$ cat src/rtl/qspi_pkg.sv
// Shared QSPI definitions: lane modes, legal shift widths and shifter state encoding.
// Latency: n/a (types, constants and a helper function only).
// Backpressure: n/a.
package qspi_pkg;

  // Lane modes, shared with the shift-width decoder.
  typedef enum logic [1:0] {
    MODE_SINGLE = 2'd0,
    MODE_DUAL   = 2'd1,
    MODE_QUAD   = 2'd2
  } mode_t;

  // Bits shifted per SCLK strobe.
  localparam logic [2:0] W1 = 3'd1;
  localparam logic [2:0] W2 = 3'd2;
  localparam logic [2:0] W4 = 3'd4;

  // Transmit shifter states.
  typedef enum logic {
    IDLE  = 1'b0,
    SHIFT = 1'b1
  } state_t;

  // Only 2 and 4 are taken at face value; anything else falls back to single lane.
  function automatic logic [2:0] legal_width(input logic [2:0] sw);
    case (sw)
      W2:      return W2;
      W4:      return W4;
      default: return W1;
    endcase
  endfunction

endpackage

$ cat src/rtl/qspi_tx_shifter_if.sv
// Word handshake between the command sequencer (master) and the transmit shifter (slave).
// Latency: n/a (signal bundle only).
// Backpressure: tx_ready low holds the word; the master keeps tx_data stable while tx_valid is high.
interface qspi_tx_shifter_if #(
  parameter int DATA_W = 8
) ();

  logic              tx_valid;
  logic [DATA_W-1:0] tx_data;
  logic              tx_ready;

  modport master (output tx_valid, output tx_data, input tx_ready);
  modport slave  (input tx_valid, input tx_data, output tx_ready);

endinterface

$ cat src/rtl/qspi_lane_mux.sv
// Maps the 4-bit shift-register window and the latched width onto IO lanes and enables.
// Latency: combinational; the parent registers the result.
// Backpressure: none. Build option QSPI_LSB_FIRST_EN selects the low-bit window ordering.
module qspi_lane_mux
  import qspi_pkg::*;
(
  input  logic [3:0] window,
  input  logic [2:0] w,
  output logic [3:0] lanes,
  output logic [3:0] oe
);

  // Select the lanes used by the current width; undriven lanes stay 0.
  always_comb begin
    lanes = '0;
    oe    = '0;
    case (w)
      W4: begin
        lanes = window;
        oe    = 4'b1111;
      end
      W2: begin
`ifdef QSPI_LSB_FIRST_EN
        lanes[1:0] = window[1:0];
`else
        lanes[1:0] = window[3:2];
`endif
        oe = 4'b0011;
      end
      default: begin
`ifdef QSPI_LSB_FIRST_EN
        lanes[0] = window[0];
`else
        lanes[0] = window[3];
`endif
        oe = 4'b0001;
      end
    endcase
  end

endmodule

$ cat src/rtl/qspi_tx_shifter.sv
// QSPI parallel-to-serial transmit shifter: shifts a word out 1/2/4 bits per SCLK strobe.
// Latency: first group on IO one cycle after the load; done one cycle after the last strobe.
// Backpressure: tx_ready only in IDLE or on the last-group strobe (gapless back-to-back words).
// Build option QSPI_LSB_FIRST_EN: shift right and transmit the low bits first.
module qspi_tx_shifter
  import qspi_pkg::*;
#(
  parameter int DATA_W = 8
) (
  input  logic                    clk,
  input  logic                    reset,
  input  logic [2:0]              shift_width,
  input  logic                    shift_en,
  qspi_tx_shifter_if.slave        tx,
  output logic [3:0]              io_out,
  output logic [3:0]              io_oe,
  output logic                    busy,
  output logic                    done
);

  localparam int CNT_W = $clog2(DATA_W) + 1;

  state_t             state, state_nxt;
  logic [DATA_W-1:0]  sr, sr_nxt, sr_shift;
  logic [2:0]         w, w_nxt;
  logic [CNT_W-1:0]   cnt, cnt_nxt;
  logic               last;
  logic               load;
  logic [3:0]         window;
  logic [3:0]         lanes;
  logic [3:0]         oe;

  // The last group leaves on this strobe: the shifter can take the next word now.
  assign last        = (state == SHIFT) && shift_en && (cnt == CNT_W'(w));
  assign tx.tx_ready = (state == IDLE) || last;
  assign load        = tx.tx_valid && tx.tx_ready;

`ifdef QSPI_LSB_FIRST_EN
  assign sr_shift = sr >> w;
  assign window   = sr_nxt[3:0];
`else
  assign sr_shift = sr << w;
  assign window   = sr_nxt[DATA_W-1 -: 4];
`endif

  // Next shifter contents; a load takes priority over any strobe in the same cycle.
  always_comb begin
    state_nxt = state;
    sr_nxt    = sr;
    w_nxt     = w;
    cnt_nxt   = cnt;
    if (load) begin
      state_nxt = SHIFT;
      sr_nxt    = tx.tx_data;
      w_nxt     = legal_width(shift_width);
      cnt_nxt   = CNT_W'(DATA_W);
    end else if (last) begin
      state_nxt = IDLE;
      sr_nxt    = '0;
      cnt_nxt   = '0;
    end else if (state == SHIFT && shift_en) begin
      sr_nxt  = sr_shift;
      cnt_nxt = cnt - CNT_W'(w);
    end
  end

  qspi_lane_mux u_lane_mux (
    .window (window),
    .w      (w_nxt),
    .lanes  (lanes),
    .oe     (oe)
  );

  // Shifter state and registered IO: lanes reflect the group that will be on the wire next cycle.
  always_ff @(posedge clk) begin
    if (reset) begin
      state  <= IDLE;
      sr     <= '0;
      w      <= '0;
      cnt    <= '0;
      io_out <= '0;
      io_oe  <= '0;
      busy   <= 1'b0;
      done   <= 1'b0;
    end else begin
      state <= state_nxt;
      sr    <= sr_nxt;
      w     <= w_nxt;
      cnt   <= cnt_nxt;
      done  <= last;
      busy  <= (state_nxt == SHIFT);
      if (state_nxt == SHIFT) begin
        io_out <= lanes;
        io_oe  <= oe;
      end else begin
        io_out <= '0;
        io_oe  <= '0;
      end
    end
  end

endmodule

$ cat src/flat_wrapper.sv
// flat-port wrapper written by rule: the top's interface ports become plain ports
module qspi_tx_shifter_flat import qspi_pkg::*;
#(
  parameter int DATA_W = 8
)
  (clk, reset, shift_width, shift_en, io_out, io_oe, busy, done, tx_tx_valid, tx_tx_data, tx_tx_ready);
  qspi_tx_shifter_if #(.DATA_W(DATA_W)) tx_i ();
  input  logic clk;
  input  logic reset;
  input  logic [2:0] shift_width;
  input  logic shift_en;
  output logic [3:0] io_out;
  output logic [3:0] io_oe;
  output logic busy;
  output logic done;
  input wire logic [$bits(tx_i.tx_valid)-1:0] tx_tx_valid;
  input wire logic [$bits(tx_i.tx_data)-1:0] tx_tx_data;
  output wire logic [$bits(tx_i.tx_ready)-1:0] tx_tx_ready;
  assign tx_i.tx_valid = tx_tx_valid;
  assign tx_i.tx_data = tx_tx_data;
  assign tx_tx_ready = tx_i.tx_ready;
  qspi_tx_shifter #(.DATA_W(DATA_W)) u_core (.clk(clk), .reset(reset), .shift_width(shift_width), .shift_en(shift_en), .tx(tx_i), .io_out(io_out), .io_oe(io_oe), .busy(busy), .done(done));
endmodule
$ cat config.mk
export PLATFORM = sky130hd
export DESIGN_NAME = qspi_tx_shifter_flat
export DESIGN_NICKNAME = d
export VERILOG_FILES = /design/src/rtl/qspi_pkg.sv /design/src/rtl/qspi_tx_shifter_if.sv /design/src/rtl/qspi_lane_mux.sv /design/src/rtl/qspi_tx_shifter.sv /design/src/flat_wrapper.sv
export SDC_FILE = /design/constraint.sdc
export NUM_CORES = 1
export LEC_CHECK = 0
export ABC_AREA = 0
export BUFFER_PORTS_ARGS = -buffer_cell sky130_fd_sc_hd__clkbuf_2
export CORE_MARGIN = 2
export CORE_UTILIZATION = 45
export DETAILED_ROUTE_END_ITERATION = 16
export PLACE_DENSITY = 0.67
export SLEW_MARGIN = 20
export SYNTH_ARGS = -nofsm -noshare
export SYNTH_HDL_FRONTEND = slang
export SYNTH_SLANG_ARGS = --single-unit
export TNS_END_PERCENT = 30
$ cat constraint.sdc
create_clock -name clk -period 2.5 [get_ports clk]
set_clock_uncertainty 0.05 [all_clocks]
set_input_delay 0.75 -clock clk [delete_from_list [all_inputs] [get_ports clk]]
set_output_delay 0.75 -clock clk [all_outputs]
set_load 0.02 [all_outputs]
Word level (Yosys, flattened, before mapping)
Index checks and enable logic that the tools add are counted.
Widths: inputs -> output; s select.
{"block": "classes", "shift": 1, "n_eq_ne": 5, "magnitude_cmp": 0, "mux": 13, "n_reduce_logical": 8, "multipliers": 0, "n_addsub": 1, "div_mod_pow": 0, "bitwise": 3}
{"operator": "$mux 8", "count": 3}
{"operator": "$mux 4", "count": 3}
{"operator": "$pmux 4 s2", "count": 1}
{"operator": "$shl 8x3->8", "count": 1}
{"operator": "$eq 3x2->1 const B", "count": 2}
{"operator": "$eq 3x3->1 const B", "count": 2}
{"operator": "$pmux 3 s2", "count": 1}
{"operator": "$reduce_or 3->1", "count": 2}
{"operator": "$eq 4x3->1", "count": 1}
{"operator": "$pmux 1 s2", "count": 2}
{"operator": "$sub 4x3->4", "count": 1}
{"operator": "$logic_and 1x1->1", "count": 3}
{"operator": "$mux 3", "count": 1}
{"operator": "$not 1->1", "count": 3}
{"operator": "$reduce_bool 3->1", "count": 1}
{"operator": "$mux 1", "count": 2}
{"operator": "$reduce_or 2->1", "count": 1}
{"operator": "$logic_or 1x1->1", "count": 1}
{"block": "word_totals", "output_inout_bits": 11, "n_memories": 0, "elab_cells": 41, "latchBits": 0, "ram_bits": 0, "input_bits": 15, "mem_bits_ro": 0, "regBits": 25}

Longest topological paths before layout
Gate-level depths: netlist of run 1.
{"block": "depth", "word_depth": 8, "ltp_mapped": 10, "ltp_nobuf": 7}

Modules after synthesis
A second synthesis of run 1 with hierarchy kept.
{"block": "unflattened", "cells_unflattened": 180, "hier_area_um2": 1564.0}
{"module": "qspi_tx_shifter", "seq_area_each_um2": 500.5, "area_each_um2": 1446.4, "cells_each": 162, "n_inst": 1}
{"module": "qspi_lane_mux", "seq_area_each_um2": 0.0, "area_each_um2": 117.6, "cells_each": 18, "n_inst": 1}

Least setup slack after synthesis of run 1
Ideal clock, no wire load.
{"block": "synth_path", "path_type": "flip-flop to output port", "from": "register u_core.w[1]", "to": "output tx_tx_ready", "path_slack_ns": -0.062, "arrival_ns": 1.762, "required_ns": 1.700, "path_stages_with_launch": 7, "path_buffers": 2, "cell_sequence": "dfxtp_1 buf_6 buf_12 inv_1 ha_1 nand4b_1 o21ai_0"}
{"block": "synth_between", "elab_chain_len": 3}
{"item": "start: declaration", "line_no": "qspi_tx_shifter.sv:25", "text": "logic [2:0] w, w_nxt;"}
{"item": "start signal: assignment", "line_no": "qspi_tx_shifter.sv:88", "text": "w <= w_nxt;"}
{"item": "$eq 4x3->1", "line_no": "qspi_tx_shifter.sv:34", "text": "assign last = (state == SHIFT) && shift_en && (cnt == CNT_W'(w));"}
{"item": "$logic_and 1x1->1", "line_no": "qspi_tx_shifter.sv:34"}
{"item": "$logic_or 1x1->1", "line_no": "qspi_tx_shifter.sv:35", "text": "assign tx.tx_ready = (state == IDLE) || last;"}
{"item": "end: declaration", "line_no": "flat_wrapper.sv:18", "text": "output wire logic [$bits(tx_i.tx_ready)-1:0] tx_tx_ready;"}
Every way passes these cells.

Final worst setup path of run 1
{"block": "layout_path", "from": "register u_core.w[2]", "to": "output tx_tx_ready"}
The elaborated chain is that of the path after synthesis.

==> impl_metrics.env, run 1 <==
export IMPL_clkPwrFrac_pct=24.3
export IMPL_switching_power_w=0.0002658
export IMPL_worstPathCellList="inv_1 > ha_1 > nand4b_1 > o21ai_2 > clkbuf_2"
export IMPL_htreeDepth=1
export IMPL_cp_start_kind="register"
export IMPL_clkLatencyLatePin_ns=0.32
export IMPL_cp_max_fo=4
export IMPL_drc=1
export IMPL_dieArea_sq_um=3448
export IMPL_maxClockFrequency_ghz=0.4148
export IMPL_share_seq_of_total_power_pct=49.6
export IMPL_path_buf_inv=2
export IMPL_clkSinkCount=24
export IMPL_cts_hold_buf=0
export IMPL_syn_area_sq_um=1348
export IMPL_io_buffers=25
export IMPL_rrSetupSlack_ns=0.25
export IMPL_grt_pass1_vias=1242
export IMPL_final_nets=202
export IMPL_worstHoldStart="u_core.cnt[0]"
export IMPL_synthToLayoutAreaGrowth_pct=13.56
export IMPL_hp_class="reg2reg"
export IMPL_die_h_um=58.72
export IMPL_yosys_top_cells_count="dfxtp_1 (24), nor2_1 (20), nand2_1 (15)"
export IMPL_syn_inst=156
export IMPL_hpwl_um=2498
export IMPL_cpMaxStageDelayCell="dfxtp_1"
export IMPL_cts_tree="done"
export IMPL_synth_area_per_cell_sq_um=8.638
export IMPL_clk_path_buf_depth=2
export IMPL_layout_worst_path_cycle_share_pct=96.43
export IMPL_yosysSeqAreaShare_pct=35.65
export IMPL_place_gp_congestion=0.8233
export IMPL_ys_warn_count=0
export IMPL_tns_ns=0
export IMPL_p_sw_share_pct=31.09
export IMPL_nFillCells=280
export IMPL_synth_enable_flop_cells=0
export IMPL_slew_viol_final=0
export IMPL_vias_per_cell=5.765
export IMPL_timing_final_hold_violations=0
export IMPL_internal_power_w=0.0005893
export IMPL_power_total_w=0.0008551
export IMPL_cts_setup_buffers=0
export IMPL_ctsResizeCount=0
export IMPL_slew_headroom_pct=65.53
export IMPL_diodes=0
export IMPL_finalSetupViolations=0
export IMPL_cp_required_ns=1.70
export IMPL_syn_num_nets=175
export IMPL_synth_cell_types=46
export IMPL_rsz0062_at_grt="false"
export IMPL_num_vias=1228
export IMPL_num_rows=19
export IMPL_ioPinCount=26
export IMPL_detail_route_wl_per_cell_um=15.32
export IMPL_antenna_found_initial=0
export IMPL_timing_rr_end="u_core.io_out[0]"
export IMPL_synth_top_cell_area_share_pct=35.65
export IMPL_fin_crit_ns=2.411
export IMPL_synth_top_cells_by_area="dfxtp_1 (36%), mux2i_1 (6.7%), nor2_1 (5.6%), a21oi_1 (5.2%), nand2_1 (4.2%)"
export IMPL_setup_worst_path_class="reg2out"
export IMPL_drive_gt1_share_pct=20.88
export IMPL_drt_iter0_drc=87
export IMPL_worst_pin_slew_ns=0.5171
export IMPL_async_flop_share_pct=0
export IMPL_cts_reportedPaths_clkPinSlew_ns=0.13
export IMPL_grt_pass1_wl_um=5678
export IMPL_clk_root_buffer_cell="clkbuf_4"
export IMPL_cts_inserted_buffers=3
export IMPL_die_w_um=58.72
export IMPL_overflow=0
export IMPL_drt_wl_total_um=3264
export IMPL_seq_area_sq_um=480.5
export IMPL_synth_most_common_cell="dfxtp_1"
export IMPL_synth_flop_cell="dfxtp_1"
export IMPL_holdPathEnd="u_core.cnt[0]"
export IMPL_track_usage_pct=21.51
export IMPL_max_stage_delay_ns=0.36
export IMPL_ir_drop_v=0.0003303
export IMPL_p_leak_nw=0.6303
export IMPL_dr_pass1_iters=10
export IMPL_crit_family="flip-flops"
export IMPL_final_area_sq_um=1530
export IMPL_r2r_cells=8
export IMPL_whs_ns=0.4613
export IMPL_p_comb_share_pct=26.1
export IMPL_placed_cell_area_sq_um=1490
export IMPL_multi_input_area_sq_um=767.0
export IMPL_initial_utilization_pct=48.04
export IMPL_violations="DRC"
export IMPL_cp_startpoint="u_core.w[2]"
export IMPL_ant_nets=0
export IMPL_core_region_area_sq_um=2805
export IMPL_crit_path_end_kind="output port"
export IMPL_status="finished, violations left"
export IMPL_whs_path_depth=2
export IMPL_ys_ff_latch=24
export IMPL_pwr_density_cell_nw_per_um2=558.8
export IMPL_crit_arrival_ns=1.61
export IMPL_drv_cap=0
export IMPL_r2r_start="u_core.w[2]"
export IMPL_synth_area_leader_cell="dfxtp_1"
export IMPL_grt_max_degree=17
==> state kept, by name, indices dropped and copies added, names as in the netlist <==
signal / flops
u_core.w: 3
u_core.io_out: 4
u_core.sr: 8
u_core.io_oe: 3
u_core.cnt: 4
u_core.done: 1
u_core.state: 1
==> worst reg2reg max path, cell delays in order, from the launching register on <==
cell	delay, ns
dfxtp_1	0.36
inv_1	0.07
ha_1	0.33
nand4b_1	0.15
buf_4	0.16
o21ai_1	0.07
buf_4	0.19
a222oi_1	0.54
o221ai_1	0.20
==> layout make-up <==
| type | instances | share of cell area (%) |
|---|---|---|
| Sequential cell | 24 | 31.40 |
| Multi-Input combinational cell | 113 | 50.12 |
| Timing Repair Buffer | 31 | 11.12 |
| Clock buffer | 4 | 2.371 |
| Inverter | 10 | 2.453 |
| Tap cell | 31 | 2.535 |
==> worst max path at each step <==
stage | endpoint | slack (ns) | cells past startpoint
after floorplan | tx_tx_ready | 0.13 | 6
after global placement | u_core.io_out[0] | 0.35 | 8
after detailed placement | u_core.io_out[0] | 0.30 | 5
after CTS | tx_tx_ready | 0.04 | 5
after global routing | tx_tx_ready | 0.002 | 5
final | tx_tx_ready | 0.09 | 5
==> layer usage <==
metal  share of wire [%]  routed length [um]  global-route usage, %  vias up
li1                    -                   -                      -      615
met1                  50                1627                  30.93      570
met2                  44                1426                  32.70       37
met3                 4.7                 154                  2.418        6
met4                 1.7                  55                  8.766        0
met5                   0                   0                      0        -
==> cell usage in the layout (no fill, tap or decap), types with 2 or more instances in the layout <==
master and count:
nor3_1 2, nor2b_1 3, dfxtp_1 24, a211oi_1 2
nor2_1 20, a22oi_1 2, o21ai_1 2, a21oi_1 14
a32oi_1 2, clkbuf_4 3, inv_1 10, clkbuf_2 25
a222oi_1 2, ha_1 3, and2_1 3, o22ai_1 3
mux2i_1 9, o211ai_1 3, buf_4 6, mux4_1 2
nand2b_1 3, nand2_1 15
==> power groups by stage <==
stage / Combinational [W] / Clock, W / Sequential (W)
4_1_cts: 0.000221 / 0.000216 / 0.000424
5_1_grt: 0.000248 / 0.000235 / 0.000428
2_1_floorplan: 0.000150 / 0 / 0.000436
6_report: 0.000223 / 0.000208 / 0.000424
3_3_place_gp: 0.000216 / 0 / 0.000431
3_5_place_dp: 0.000220 / 0 / 0.000432
==> logic make-up after synthesis <==
kind of cell    share of synthesized area [%]
compound gates                          21.64
xor+xnor                                1.300
fa+ha+maj                               4.271
buf+inv                                 7.707
flops                                   35.65
mux                                     11.42
simple gates                            18.01
==> metrics by stage <==
step	instances	setup WS, ns	util, %
after detailed placement	209	0.2989	53.12
after floorplan	156	0.1254	-
after global placement	209	0.3493	53.12
final	213	0.08933	54.55
after CTS	213	0.03742	54.42
after global routing	213	0.002387	54.55
Power figures use the tool's default switching activity.
==> inputs of run 2 (changes only) <==
--- a/config.mk
+++ b/config.mk
@@ -5,7 +5,7 @@
 export SDC_FILE = /design/constraint.sdc
 export NUM_CORES = 1
 export LEC_CHECK = 0
-export ABC_AREA = 0
+export ABC_AREA = 1
 export BUFFER_PORTS_ARGS = -buffer_cell sky130_fd_sc_hd__clkbuf_2
 export CORE_MARGIN = 2
 export CORE_UTILIZATION = 45
==> run 2 against run 1 <==
Effect of this change: the flow now finishes without violations; global-route usage fell by 0.92 points; non-clock buffer count up 3; sequential share of layout area is 1.9 points lower; cell count rose by 28%; sequential power about the same; fmax increased by 1.0%; via count up 9.7%; die area is 1.9% higher; clock-buffer cell count down 1; register-to-register slack better by 0.36 ns; flip-flop and latch count is the same; highest routed layer unchanged.
==> impl_metrics.env, run 2 <==
export IMPL_synth_area_leader_cell="dfxtp_1"
export IMPL_setup_worst_path_class="reg2out"
export IMPL_htreeDepth=1
export IMPL_cts_hold_buf=0
export IMPL_die_h_um=59.28
export IMPL_vias_per_cell=4.952
export IMPL_final_cell_mix="nand2_1 (61), nand3_1 (32), clkbuf_2 (24)"
export IMPL_hp_class="reg2reg"
export IMPL_drt_wl_total_um=3239
export IMPL_nFillCells=305
export IMPL_synth_top_cells_by_area="dfxtp_1 (35%), nand2_1 (17%), nand3_1 (12%), inv_1 (5.7%), nor2_1 (5.5%)"
export IMPL_clkSinkCount=24
export IMPL_crit_path_end_kind="output port"
export IMPL_power_total_w=0.0008326
export IMPL_slew_headroom_pct=75.77
export IMPL_drv_cap=0
export IMPL_drc=0
export IMPL_clk_root_buffer_cell="clkbuf_4"
export IMPL_cp_max_fo=9
export IMPL_synth_enable_flop_cells=0
export IMPL_pwr_density_cell_nw_per_um2=509.2
export IMPL_ys_warn_count=0
export IMPL_maxClockFrequency_ghz=0.4190
export IMPL_timing_final_hold_violations=0
export IMPL_syn_num_nets=225
export IMPL_ys_ff_latch=24
export IMPL_die_w_um=59.28
export IMPL_synthToLayoutAreaGrowth_pct=18.93
export IMPL_largest_register_ffs=8
export IMPL_tns_ns=0
export IMPL_core_region_area_sq_um=2978
export IMPL_hpwl_um=2605
export IMPL_grt_pass1_wl_um=5416
export IMPL_cp_start_kind="register"
export IMPL_ioPinCount=26
export IMPL_cts_tree="done"
export IMPL_layout_commonest_cell="nand2_1"
export IMPL_yosys_top_cells_count="nand2_1 (61), nand3_1 (32), dfxtp_1 (24)"
export IMPL_status="complete, no violations"
export IMPL_cts_reportedPaths_clkPinSlew_ns=0.13
export IMPL_place_gp_congestion=0.9032
export IMPL_p_leak_nw=0.8446
export IMPL_slew_viol_final=0
export IMPL_top_register="u_core.sr"
export IMPL_dieArea_sq_um=3514
export IMPL_drt_iter0_drc=40
export IMPL_synth_area_per_cell_sq_um=6.675
export IMPL_synth_cell_types=28
export IMPL_num_vias=1347
export IMPL_synth_flop_cell="dfxtp_1"
export IMPL_layout_worst_path_cycle_share_pct=95.46
export IMPL_drive_gt1_share_pct=24.27
export IMPL_top_regs="u_core.sr (8), u_core.cnt (4), u_core.io_out (4)"
export IMPL_clk_path_buf_depth=2
export IMPL_diodes=0
export IMPL_syn_inst=206
export IMPL_detail_route_wl_per_cell_um=11.91
export IMPL_cts_inserted_buffers=3
export IMPL_finalSetupViolations=0
export IMPL_num_rows=20
export IMPL_ant_nets=0
export IMPL_final_nets=260
export IMPL_synth_most_common_cell="nand2_1"
export IMPL_overflow=0
export IMPL_ir_drop_v=0.0003338
export IMPL_crit_arrival_ns=1.59
export IMPL_grt_pass1_vias=1230
export IMPL_track_usage_pct=20.59
export IMPL_clkLatencyLatePin_ns=0.32
export IMPL_syn_area_sq_um=1375
export IMPL_io_buffers=25
export IMPL_cp_required_ns=1.70
export IMPL_grt_max_degree=14
export IMPL_initial_utilization_pct=46.18
export IMPL_dr_pass1_iters=4
export IMPL_rsz0062_at_grt="false"
export IMPL_fin_crit_ns=2.387
export IMPL_worst_pin_slew_ns=0.3621
export IMPL_synth_top_cell_area_share_pct=34.94
export IMPL_yosysSeqAreaShare_pct=34.94
export IMPL_antenna_found_initial=0
export IMPL_async_flop_share_pct=0
-- run 2: cell types whose count changed after synthesis, sizes merged, moves of 4 or more --
cell / change
a21oi: -5
inv: +12
buf: -4
mux2i: -8
nand2: +54
nand3: +32
-- run 2: per-layer routing --
metal / GRT usage [%] / vias up / routed length, um
met3: 3.712 / 6 / 159
met2: 31.24 / 30 / 1502
met4: 10.06 / 0 / 51
li1: - / 730 / -
met5: 0 / - / 0
met1: 28.07 / 581 / 1525
-- run 2: final timing paths --
kind / from / endpoint / slack [ns] / cells past startpoint
worst max-delay path: u_core.w[1] / tx_tx_ready / 0.11 / 7
worst max register to register: u_core.w[1] / u_core.io_out[2] / 0.61 / 13
worst min register to register: u_core.cnt[0] / u_core.cnt[0] / 0.43 / 2
worst min-delay path: u_core.cnt[0] / u_core.cnt[0] / 0.43 / 2
-- run 2: kinds of logic (layout without fill, tap and decap cells) --
| kind of cell | Yosys count | in the layout | synth area share [%] |
|---|---|---|---|
| XOR/XNOR | 2 | 2 | 1.274 |
| AO/OA/AOI/OAI | 18 | 18 | 8.370 |
| AND/OR/NAND/NOR | 129 | 129 | 42.40 |
| multiplexers | 1 | 1 | 0.7280 |
| adder cells (fa/ha/maj) | 4 | 4 | 4.186 |
| buffers and inverters | 28 | 61 | 8.099 |
| flip-flops | 24 | 24 | 34.94 |
-- run 2: repair_timing --
action | in CTS | in global routing
gates resized for setup | 2 | 2
setup endpoints to repair | 1 | 1
buffers inserted | 0 | 1
gates cloned | 0 | 0
-- run 2: critical path, stage by stage (launching register included) --
cell,delay [ns]
dfxtp_1,0.36
clkinv_1,0.08
ha_1,0.27
nand2_1,0.09
nor2_4,0.12
nand2_4,0.09
nand2_4,0.11
clkbuf_8,0.16
-- run 2: layout make-up --
type / instances / area (sq um) / share of cell area [%]
multi-input combinational: 154 / 798.3 / 48.81
inverter: 24 / 90.09 / 5.509
clock buffer: 3 / 22.52 / 1.377
timing repair buffer: 34 / 201.4 / 12.32
sequential: 24 / 481.7 / 29.46
tap: 33 / 41.29 / 2.525
-- run 2: power breakdown --
part / switching [W] / leakage, nW / total, W / internal (W)
combinational: 0.000142 / 0.634 / 0.000235 / 0.0000932
clock: 0.000117 / 0.0138 / 0.000174 / 0.0000564
sequential: 0.0000183 / 0.197 / 0.000424 / 0.000405
-- run 2: metrics by stage --
step / hold WS (ns) / instance area (sq um) / utilization [%] / instances / worst slack (ns)
2_1_floorplan: 0.3903 / 1375 / - / 206 / 0.2970
3_3_place_gp: 0.4017 / 1580 / 53.07 / 268 / 0.2661
6_report: 0.4328 / 1635 / 54.92 / 272 / 0.1134
3_5_place_dp: 0.4153 / 1580 / 53.07 / 268 / 0.2468
5_1_grt: 0.4579 / 1635 / 54.92 / 272 / 0.004517
4_1_cts: 0.4353 / 1613 / 54.16 / 271 / 0.01883
==> inputs of run 3 (changes only) <==
--- a/config.mk
+++ b/config.mk
@@ -5,13 +5,13 @@
 export SDC_FILE = /design/constraint.sdc
 export NUM_CORES = 1
 export LEC_CHECK = 0
-export ABC_AREA = 1
 export BUFFER_PORTS_ARGS = -buffer_cell sky130_fd_sc_hd__clkbuf_2
 export CORE_MARGIN = 2
 export CORE_UTILIZATION = 45
+export CTS_BUF_LIST = sky130_fd_sc_hd__clkbuf_16
 export DETAILED_ROUTE_END_ITERATION = 16
 export PLACE_DENSITY = 0.67
-export SLEW_MARGIN = 20
+export SLEW_MARGIN = 25
 export SYNTH_ARGS = -nofsm -noshare
 export SYNTH_HDL_FRONTEND = slang
 export SYNTH_SLANG_ARGS = --single-unit
==> run 3 against run 2 <==
Effect of this change: the run now ends with DRC left; worst setup slack improved by 0.036 ns; via count fell by 10%; total power rose by 20%; non-clock buffer count fell by 3.
==> impl_metrics.env, run 3 (synthesized netlist as in run 1, its figures left out) <==
export IMPL_worst_pin_slew_ns=0.5318
export IMPL_vias_per_cell=5.685
export IMPL_final_area_sq_um=1569
export IMPL_clkSinkCount=24
export IMPL_cts_hold_buf=0
export IMPL_p_comb_share_pct=22.4
export IMPL_initial_utilization_pct=48.04
export IMPL_final_cell_mix="clkbuf_2 (25), dfxtp_1 (24), nor2_1 (20)"
export IMPL_die_w_um=58.72
export IMPL_rsz0062_at_grt="false"
export IMPL_p_sw_share_pct=28.30
export IMPL_top_regs="u_core.sr (8), u_core.cnt (4), u_core.io_out (4)"
export IMPL_tns_ns=0
export IMPL_r2r_cells=8
export IMPL_cts_reportedPaths_clkPinSlew_ns=0.06
export IMPL_grt_pass1_vias=1245
export IMPL_clkPwrFrac_pct=35.0
export IMPL_clk_path_buf_depth=2
export IMPL_holdPathEnd="u_core.cnt[0]"
export IMPL_layout_worst_path_cycle_share_pct=94.02
export IMPL_cts_inserted_buffers=3
export IMPL_place_gp_congestion=0.8233
export IMPL_hpwl_um=2498
export IMPL_slew_viol_final=0
export IMPL_slew_headroom_pct=64.54
export IMPL_rrSetupSlack_ns=0.28
export IMPL_maxClockFrequency_ghz=0.4255
export IMPL_placed_cell_area_sq_um=1490
export IMPL_detail_route_wl_per_cell_um=15.31
export IMPL_cp_start_kind="register"
export IMPL_setup_worst_path_class="reg2out"
export IMPL_synthToLayoutAreaGrowth_pct=16.43
export IMPL_diodes=0
export IMPL_clk_root_buffer_cell="clkbuf_16"
export IMPL_finalSetupViolations=0
export IMPL_max_stage_delay_ns=0.34
export IMPL_largest_register_ffs=8
export IMPL_overflow=0
export IMPL_pwr_density_cell_nw_per_um2=634.2
export IMPL_drt_wl_total_um=3260
export IMPL_ir_drop_v=0.0004780
export IMPL_antenna_found_initial=0
export IMPL_crit_path_end_kind="output port"
export IMPL_share_seq_of_total_power_pct=42.6
export IMPL_nFillCells=273
export IMPL_layout_commonest_cell="clkbuf_2"
export IMPL_internal_power_w=0.0007135
export IMPL_final_nets=202
export IMPL_clkLatencyLatePin_ns=0.26
export IMPL_cpMaxStageDelayCell="ha_1"
export IMPL_grt_max_degree=17
export IMPL_p_leak_nw=0.6470
export IMPL_drive_gt1_share_pct=19.78
export IMPL_grt_pass1_wl_um=5727
export IMPL_switching_power_w=0.0002816
export IMPL_drv_cap=0
export IMPL_utilization_pct=55.93
export IMPL_drt_iter0_drc=72
export IMPL_dr_pass1_iters=10
export IMPL_fin_crit_ns=2.350
export IMPL_ioPinCount=26
export IMPL_drc=1
export IMPL_timing_rr_end="u_core.io_out[0]"
export IMPL_num_vias=1211
export IMPL_timing_final_hold_violations=0
export IMPL_worstPathCellList="inv_1 > ha_1 > nand4b_1 > o21ai_1 > clkbuf_2"
export IMPL_ctsResizeCount=0
export IMPL_dieArea_sq_um=3448
export IMPL_htreeDepth=1
export IMPL_num_rows=19
export IMPL_hp_class="reg2reg"
export IMPL_track_usage_pct=21.37
export IMPL_die_h_um=58.72
export IMPL_violations="DRC"
export IMPL_crit_arrival_ns=1.55
export IMPL_cp_required_ns=1.70
export IMPL_top_register="u_core.sr"
export IMPL_worstHoldStart="u_core.cnt[0]"
export IMPL_r2r_start="u_core.w[2]"
export IMPL_cp_max_fo=4
export IMPL_io_buffers=25
export IMPL_cts_setup_buffers=0
export IMPL_cts_tree="done"
export IMPL_core_region_area_sq_um=2805
export IMPL_status="finished, violations left"
export IMPL_whs_path_depth=2
export IMPL_ant_nets=0
[run 3: routing by layer]
metal	GRT usage [%]	wire length (um)	share of wire, %	up-vias
li1	-	-	-	613
met1	30.93	1670	51	569
met2	33.17	1455	45	29
met3	4.396	134	4.1	0
met4	3.896	0	0	0
met5	0	0	0	-
[run 3: power by group through the flow]
stage	Combinational (W)	Sequential [W]	Clock (W)
after floorplan	0.000150	0.000436	0
after global placement	0.000216	0.000431	0
after detailed placement	0.000220	0.000432	0
after CTS	0.000221	0.000424	0.000355
after global routing	0.000248	0.000427	0.000376
final	0.000223	0.000424	0.000348
[run 3: final cells by class]
class / count / area (sq um) / share of cell area, %
multi-input combinational: 113 / 763.2 / 48.64
inverter: 10 / 37.54 / 2.392
timing repair buffer: 31 / 170.2 / 10.85
clock inverter: 1 / 3.754 / 0.2392
sequential: 24 / 480.5 / 30.62
tap: 31 / 38.79 / 2.472
clock buffer: 3 / 75.07 / 4.785
[run 3: worst max-delay path by stage]
stage          depth (start not counted)  slack, ns   startpoint               end
3_5_place_dp                           5       0.30     shift_en  u_core.io_out[0]
5_1_grt                                5       0.03  u_core.w[2]       tx_tx_ready
4_1_cts                                5       0.14  u_core.w[2]       tx_tx_ready
2_1_floorplan                          6       0.13  u_core.w[1]       tx_tx_ready
6_report                               5       0.15  u_core.w[2]       tx_tx_ready
3_3_place_gp                           8       0.35  u_core.w[2]  u_core.io_out[0]
[run 3: metrics by stage]
step	worst slack [ns]	instances	hold slack (ns)	power [W]
after floorplan	0.1254	156	0.4036	0.0005859
after global placement	0.3493	209	0.4330	0.0006472
after detailed placement	0.2989	209	0.4455	0.0006517
after CTS	0.1383	213	0.4543	0.0009998
after global routing	0.03369	213	0.4738	0.001051
final	0.1496	213	0.4515	0.0009951
[run 3: critical path, delay by kind of cell (launching register included)]
family	cells	cell delay [ns]
flip-flops	1	0.33
AND/OR/NAND/NOR	1	0.13
adder cells (fa/ha/maj)	1	0.34
buffers and inverters	2	0.28
AO/OA/AOI/OAI	1	0.22
